**src/rtl/reaction_timer.sv**
```systemverilog
// Reaction timer controller.
//
// A start edge captures a random byte from an external LFSR. The block then
// waits a pseudo-random delay and lights the stimulus lamp. It times the
// player's button press in 1 ms ticks. Pressing during the delay is a false
// start.
//
// Optional feature: define REACTION_BEST_EN to add the best_ms output. It
// holds the best (smallest) valid reaction time seen since reset.
//
// Parameters
//   TICK_DIV    clk cycles per 1 ms tick
//   DELAY_BASE  fixed part of the pre-stimulus delay, ms
//   MAX_MS      reaction count saturation value, ms
//
// Ports
//   clk         system clock, rising edge
//   res         asynchronous active-high reset
//   start       trial request, rising edge sensitive
//   btn         player button (already synchronized), rising edge sensitive
//   rand_in     random byte from the LFSR
//   rand_valid  LFSR capture complete
//   lfsr_en     LFSR free-run enable
//   lfsr_stop   one-cycle LFSR capture pulse
//   go_led      stimulus lamp
//   busy        trial in progress (ARM, WAIT, GO)
//   done        valid result held
//   foul        false start
//   react_ms    last reaction time, ms
//   best_ms     best reaction time, ms (REACTION_BEST_EN only)
//
// state | meaning
// ------+-----------------------------------------------------------
// IDLE  | no trial since reset, LFSR free-running
// ARM   | capture requested, waiting for rand_valid
// WAIT  | counting down the random delay, lamp off
// GO    | lamp on, counting reaction time
// DONE  | result in react_ms, LFSR free-running
// FOUL  | button pressed before the lamp, LFSR free-running
module reaction_timer #(
   parameter int TICK_DIV   = 50000,
   parameter int DELAY_BASE = 1000,
   parameter int MAX_MS     = 9999
) (
   input  logic        clk,
   input  logic        res,
   input  logic        start,
   input  logic        btn,
   input  logic [7:0]  rand_in,
   input  logic        rand_valid,
   output logic        lfsr_en,
   output logic        lfsr_stop,
   output logic        go_led,
   output logic        busy,
   output logic        done,
   output logic        foul,
   output logic [13:0] react_ms
`ifdef REACTION_BEST_EN
   ,
   output logic [13:0] best_ms
`endif
);

   localparam int            PW         = (TICK_DIV > 1) ? $clog2(TICK_DIV) : 1;
   localparam logic [PW-1:0] PRESC_LAST = PW'(TICK_DIV - 1);
   localparam logic [13:0]   MAX_VAL    = 14'(MAX_MS);

   typedef enum logic [2:0] {
      IDLE = 3'd0,
      ARM  = 3'd1,
      WAIT = 3'd2,
      GO   = 3'd3,
      DONE = 3'd4,
      FOUL = 3'd5
   } state_t;

   state_t        state;
   logic [PW-1:0] presc;
   logic [11:0]   delay_ms;
   logic          start_q;
   logic          btn_q;
   logic          start_rise;
   logic          btn_rise;
   logic          tick;
   logic [11:0]   delay_load;

   assign start_rise = start & ~start_q;
   assign btn_rise   = btn & ~btn_q;
   assign tick       = (presc == PRESC_LAST);
   // 8 * rand_in is a 3-bit left shift of the random byte
   assign delay_load = 12'(DELAY_BASE) + {1'b0, rand_in, 3'b000};

   always_ff @(posedge clk or posedge res) begin
      if (res) begin
         state     <= IDLE;
         lfsr_en   <= 1'b1;
         lfsr_stop <= 1'b0;
         go_led    <= 1'b0;
         busy      <= 1'b0;
         done      <= 1'b0;
         foul      <= 1'b0;
         react_ms  <= '0;
         presc     <= '0;
         delay_ms  <= '0;
         start_q   <= 1'b0;
         btn_q     <= 1'b0;
`ifdef REACTION_BEST_EN
         best_ms   <= '1;
`endif
      end else begin
         start_q   <= start;
         btn_q     <= btn;
         lfsr_stop <= 1'b0;
         // free-running prescaler; every state change below overrides this
         // with a clear so the first tick lands TICK_DIV cycles after entry
         presc     <= tick ? '0 : presc + PW'(1);

         case (state)
            IDLE, DONE, FOUL: begin
               if (start_rise) begin
                  state     <= ARM;
                  lfsr_stop <= 1'b1;
                  lfsr_en   <= 1'b0;
                  busy      <= 1'b1;
                  done      <= 1'b0;
                  foul      <= 1'b0;
                  presc     <= '0;
               end
            end

            ARM: begin
               if (rand_valid) begin
                  state    <= WAIT;
                  delay_ms <= delay_load;
                  presc    <= '0;
               end
            end

            WAIT: begin
               // a press on the terminal tick still counts as a false start
               if (btn_rise) begin
                  state   <= FOUL;
                  foul    <= 1'b1;
                  go_led  <= 1'b0;
                  busy    <= 1'b0;
                  lfsr_en <= 1'b1;
                  presc   <= '0;
               end else if (tick) begin
                  if (delay_ms <= 12'd1) begin
                     state    <= GO;
                     delay_ms <= '0;
                     go_led   <= 1'b1;
                     react_ms <= '0;
                     presc    <= '0;
                  end else begin
                     delay_ms <= delay_ms - 12'd1;
                  end
               end
            end

            GO: begin
               // the press wins over a coincident tick, so react_ms freezes
               if (btn_rise) begin
                  state   <= DONE;
                  done    <= 1'b1;
                  go_led  <= 1'b0;
                  busy    <= 1'b0;
                  lfsr_en <= 1'b1;
                  presc   <= '0;
`ifdef REACTION_BEST_EN
                  if (react_ms < best_ms) best_ms <= react_ms;
`endif
               end else if (tick) begin
                  if (react_ms >= MAX_VAL - 14'd1) begin
                     state    <= DONE;
                     react_ms <= MAX_VAL;
                     done     <= 1'b1;
                     go_led   <= 1'b0;
                     busy     <= 1'b0;
                     lfsr_en  <= 1'b1;
                     presc    <= '0;
`ifdef REACTION_BEST_EN
                     if (MAX_VAL < best_ms) best_ms <= MAX_VAL;
`endif
                  end else begin
                     react_ms <= react_ms + 14'd1;
                  end
               end
            end

            default: begin
               state   <= IDLE;
               lfsr_en <= 1'b1;
               busy    <= 1'b0;
               go_led  <= 1'b0;
            end
         endcase
      end
   end

endmodule

```
**config.mk**
```make
export PLATFORM = sky130hd
export DESIGN_NAME = reaction_timer
export DESIGN_NICKNAME = d
export VERILOG_FILES = /design/src/rtl/reaction_timer.sv
export SDC_FILE = /design/constraint.sdc
export NUM_CORES = 1
export LEC_CHECK = 0
export BUFFER_PORTS_ARGS = -buffer_cell sky130_fd_sc_hd__buf_2
export CORE_UTILIZATION = 42
export CTS_CLUSTER_DIAMETER = 30
export DETAILED_ROUTE_END_ITERATION = 6
export GPL_ROUTABILITY_DRIVEN = 0
export MAX_ROUTING_LAYER = met4
export SETUP_SLACK_MARGIN = 0.05
export SLEW_MARGIN = 0
export SYNTH_ARGS = -nofsm -noshare
export SYNTH_HDL_FRONTEND = slang
export SYNTH_SLANG_ARGS = --single-unit
```
**constraint.sdc**
```tcl
create_clock -name clk -period 4.1 [get_ports clk]
set_input_delay 0.41 -clock clk [delete_from_list [all_inputs] [get_ports clk]]
set_output_delay 0.41 -clock clk [all_outputs]
set_load 0.05 [all_outputs]
```
# ---- After elaboration in Yosys (flattened, before gate mapping)
# Index checks and enable logic that the tools add are counted.
dict set report word_totals {
  ff_bits 53
  latchBits 0
  ram_bits 0
  romBits 0
  in_bits 13
  output_inout_bits 20
  wordCells 107
  memories 0
}
dict set report op_classes {
  addsub 4
  mul 0
  div 0
  n_lt_le_gt_ge 2
  eq_ne 18
  n_shift 0
  mux 51
  bitwise_logic 6
  reduce_logical 14
}
# cell count
set op_table {}
lappend op_table {{two-way mux 16 bit} 9}
lappend op_table {{two-way mux 14 bit} 6}
lappend op_table {{case mux 16 bit (4 select lines)} 1}
lappend op_table {{two-way mux 12 bit} 4}
lappend op_table {{case mux 14 bit (2 select lines)} 1}
lappend op_table {{two-way mux 3 bit} 8}
lappend op_table {{case mux 12 bit (2 select lines)} 1}
lappend op_table {{adder 16 x 1 -> 16 bit (second input constant)} 1}
lappend op_table {{equality test 16 bit (second input constant)} 1}
lappend op_table {{!= test 2 bit (second input constant)} 8}
lappend op_table {{two-way mux 1 bit} 15}
lappend op_table {{adder 14 x 1 -> 14 bit (second input constant)} 1}
lappend op_table {{greater-or-equal comparator 14 bit (second input constant)} 1}
lappend op_table {{adder 10 x 11 -> 12 bit (first input constant)} 1}
lappend op_table {{<= comparator 12 x 1 -> 1 bit (second input constant)} 1}
lappend op_table {{!= test 3 bit (second input constant)} 4}
lappend op_table {{case mux 3 bit (4 select lines)} 1}
lappend op_table {{AND reduction 6 bit} 2}
lappend op_table {{subtractor 12 x 1 -> 12 bit (second input constant)} 1}
lappend op_table {{AND reduction 5 bit} 2}
lappend op_table {{case mux 1 bit (4 select lines)} 2}
lappend op_table {{AND reduction 4 bit} 2}
lappend op_table {{nonzero test 2 bit} 4}
lappend op_table {{equality test 3 x 2 -> 1 bit (second input constant)} 2}
lappend op_table {{10 further kinds} 16}

# ---- Logic depth before layout (Yosys ltp)
dict set report depth {
  depth_word 6
  ltp_mapped 8
  depth_no_buf 7
}

# ---- Worst setup path before layout
# OpenSTA, ideal clock, no wires.
dict set report synth_path {
  path_type {register to register}
  startpoint {register react_ms[0]}
  endpoint {register react_ms[6]}
  setup_time_ns 0.069
  arrival_time_ns 2.188
  setup_slack_ns 1.843
  stages_incl_launch_ff 8
  path_cell_list {dfrtp_1 -> inv_1 -> ha_1 -> o211ai_1 -> a21oi_1 -> nor3_1 -> a211o_1 -> a32o_1}
}
dict set report synth_via {
  elab_chain_len 5
  elab_cells_between_ends 6
}
# item line_no
set synth_lines {}
lappend synth_lines {{from (decl)} 57} ;# output logic [13:0] react_ms
lappend synth_lines {{from (signal assigned)} 186} ;# react_ms <= react_ms + 14'd1;
lappend synth_lines {{adder 14 x 1 -> 14 bit / greater-or-equal comparator 14 bit (equally long branches)} {186, 174}}
lappend synth_lines {{two-way mux 14 bit (*)} 174} ;# if (react_ms >= MAX_VAL - 14'd1) begin
lappend synth_lines {{two-way mux 14 bit (*)} 173} ;# end else if (tick) begin
lappend synth_lines {{two-way mux 14 bit (*)} 163} ;# if (btn_rise) begin
lappend synth_lines {{case mux 14 bit (2 select lines) (*)} 118} ;# case (state)
# Every way passes the cells marked *; elsewhere a longest branch is shown, timed or not. The select of a mux whose other input is x is not followed.
# A chain may end at the register's enable or synchronous reset.

# ---- Worst setup path after layout
dict set report layout_path {
  startpoint {register state[0]}
  endpoint {register delay_ms[10]}
}
dict set report layout_via {
  elab_chain_len 3
  elab_cells_between_ends 8
}
# item line_no
set layout_lines {}
lappend layout_lines {{from (decl)} 77} ;# state_t state;
lappend layout_lines {{from (signal assigned)} 95} ;# state <= IDLE;
lappend layout_lines {{from (signal assigned)} 121} ;# state <= ARM;
lappend layout_lines {{from (signal assigned)} 133} ;# state <= WAIT;
lappend layout_lines {{equality test 3 x 1 -> 1 bit / equality test 3 x 2 -> 1 bit (equally long branches)} 118}
lappend layout_lines {{!= test 2 bit (no line) / nonzero test 2 bit (equally long branches)} n/a}
lappend layout_lines {{AND reduction 4 bit (no line)} n/a}
lappend layout_lines {{to (signal assigned)} 134} ;# delay_ms <= delay_load;
lappend layout_lines {{to (signal assigned)} 156} ;# delay_ms <= delay_ms - 12'd1;
lappend layout_lines {{to (decl)} 79} ;# logic [11:0] delay_ms;
# Several ways; a longest one is shown, not always the timed one.

==> out/metrics.cfg <==
[timing]
fin_skew_ns=0.01438
hold_viol=0
fmax_ghz=0.3999
rsz0062_at_grt=false
finalSetupTns_ns=0
slew_headroom=0.3487
period_needed_ns=2.501
setup_viol=0
setup_slack_ns=1.599
tightest_slew_ns=0.9695
finalCritPeriodShare=0.6099
maxSlewViolCount=0

[cells_and_area]
drive_gt1_frac=0.1332
most-common-layout-cells=dfrtp_1 (52), nor2_1 (40), buf_2 (32)
diodes=0
nNetsFinal=401
area_growth_syn_to_layout_pct=11.93
stdcell_count=479
design_area_um2=3441
utilization=0.4955
final_common_cell=dfrtp_1

[cts]
cts_resized=0
clk_latency_ns=0.32
clockRootBuffer=clkbuf_8
cts_max_level=2
clkSinkCount=53
clock_path_buffers=2
numCtsBuffers=5
cts_hold_buf=1
path_clk_slew_ns=0.10
cts_tree=built
post_cts_buffers=0

[drt]
wl_per_cell_um=14.69
viasPerCell=5.597
post-route-drc-count=0
routed_wl_um=7037
firstDrtPassIters=4
vias=2681
drtIter0Drc=153
drtAntennaViolNets=0

[global_routing]
grt_max_degree=44
antenna_found_initial=0
grt_pass1_vias=2469
grt_pass1_wl_um=11920
grt.total_usage=0.2056
gr-total-overflow=0

[die]
num_io_pins=33
start_util=0.4427
dieArea_um2=7666
fp-row-count=30
fp.dieH_um=87.56
chipWidth_um=87.56
core-area_um2=6944

[setup_path]
worstSetupPathType=register to register
arrival_ns=2.73
critical_path_required_ns=4.32
r2r_setup_slack_ns=1.60
cp-start-kind=register
critPathMaxFanout=17
critPathCaptureType=register

[logic_synthesis]
ys_seq_area_frac=0.4318
synth_area_um2=3074
yosysWarnings=0
synth.area.top_cells=dfrtp_1 (42%), nor2_1 (4.9%), a21oi_1 (4.1%)
ys_ff_latch=53
synth_top_cell_area_share=0.4233
netlist.top_cell.by_area=dfrtp_1
synthDistinctLibCells=52
syn_area_per_cell_um2=8.758
synth_flop_cell=dfrtp_1
synth_edf_count=0
postSynthCellCount=351
synth-async-reset-ratio=1.000
synth_nets=370

[status]
status=complete, no violations

[min_path]
min_path_type=primary input to register

[place]
port_buffers=32
placed_cells=470
dp_worst_setup_slack_ns=1.660
dp_hpwl_um=5122
place_area_um2=3319

[flow_run]
cap_violations=0

[power]
leakage_nw=1.499
max-vdd-ir-drop_mv=0.1927
powerDensity_nw_per_um2=496.8

## final cells by class
| cell class | count | area (um2) |
|---|---|---|
| clock buffer | 6 | 72.57 |
| clock inverter | 2 | 38.79 |
| fill | 680 | 3503 |
| inverter | 22 | 82.58 |
| multi-input combinational | 264 | 1607 |
| sequential | 53 | 1328 |
| tap | 96 | 120.1 |
| timing repair buffer | 36 | 192.7 |
## critical path: stages, from the launching register on
cell and delay (ns):
dfrtp_1 0.59, inv_1 0.34, nand2_1 0.27, a21oi_1 0.59
buf_4 0.29, a32oi_1 0.13, o22ai_1 0.19
## path summary, 6_finish.rpt
path	startpoint	to	cells after the start
worst min-delay path	start	start_q	1
min in group asynchronous	res	react_ms[7]	3
worst min register to register	presc[0]	presc[0]	1
worst max register to register	state[0]	delay_ms[10]	6
worst max-delay path	state[0]	delay_ms[10]	6
max in group asynchronous	res	delay_ms[4]	4
## flip-flops by register name (all words and copies together), names as in the netlist
name / count
presc: 16
react_ms: 14
delay_ms: 12
state: 3
btn_q: 1
busy: 1
done: 1
foul: 1
go_led: 1
lfsr_en: 1
lfsr_stop: 1
start_q: 1
## power by group
part | total, mW | internal [mW] | switching [mW]
registers | 0.754 | 0.626 | 0.128
clock network | 0.364 | 0.184 | 0.180
logic | 0.592 | 0.202 | 0.390
## logic make-up after synthesis
group | count (synthesis) | share of synthesized area
mux | 1 | 0.003256
compound gates | 95 | 0.2072
buf+inv | 34 | 0.04559
fa+ha+maj | 6 | 0.02442
simple gates | 143 | 0.2336
xor+xnor | 19 | 0.05413
flops | 53 | 0.4318
## per-layer routing
metal,up-vias,track usage,part of all wire
met1,1291,0.2896,0.52
met4,0,0.04918,0.0060
li1,1339,-,-
met5,-,-,0
met2,47,0.3089,0.44
met3,4,0.03487,0.033
## through the flow
step,hold slack [ns],power [mW]
floorplan,0.4414,1.194
global placement,0.3418,1.347
detailed placement,0.3432,1.353
CTS,0.2099,1.722
global route,0.2135,1.829
finish,0.2194,1.709
## cells in the mapped netlist, types with 2 or more instances
| cell | instances |
|---|---|
| a32oi_1 | 4 |
| nand2b_1 | 5 |
| o31ai_1 | 2 |
| o22ai_1 | 13 |
| buf_2 | 4 |
| nor3_1 | 12 |
| nand4_1 | 4 |
| o21a_1 | 3 |
| a211oi_1 | 2 |
| nor4bb_1 | 2 |
| a211o_1 | 7 |
| nand2_1 | 26 |
| xnor2_1 | 10 |
| and3_1 | 6 |
| nor2b_1 | 5 |
| or2_2 | 2 |
| a31oi_1 | 7 |
| clkbuf_1 | 7 |
| a22o_1 | 5 |
| a21oi_1 | 25 |
| inv_1 | 22 |
| ha_1 | 6 |
| a32o_1 | 4 |
| xor2_1 | 9 |
| dfrtp_1 | 52 |
| or3_1 | 9 |
| nand3_1 | 21 |
| nor4_1 | 3 |
| o21ai_0 | 12 |
| nor2_1 | 40 |
(Power assumes the default switching activity.)
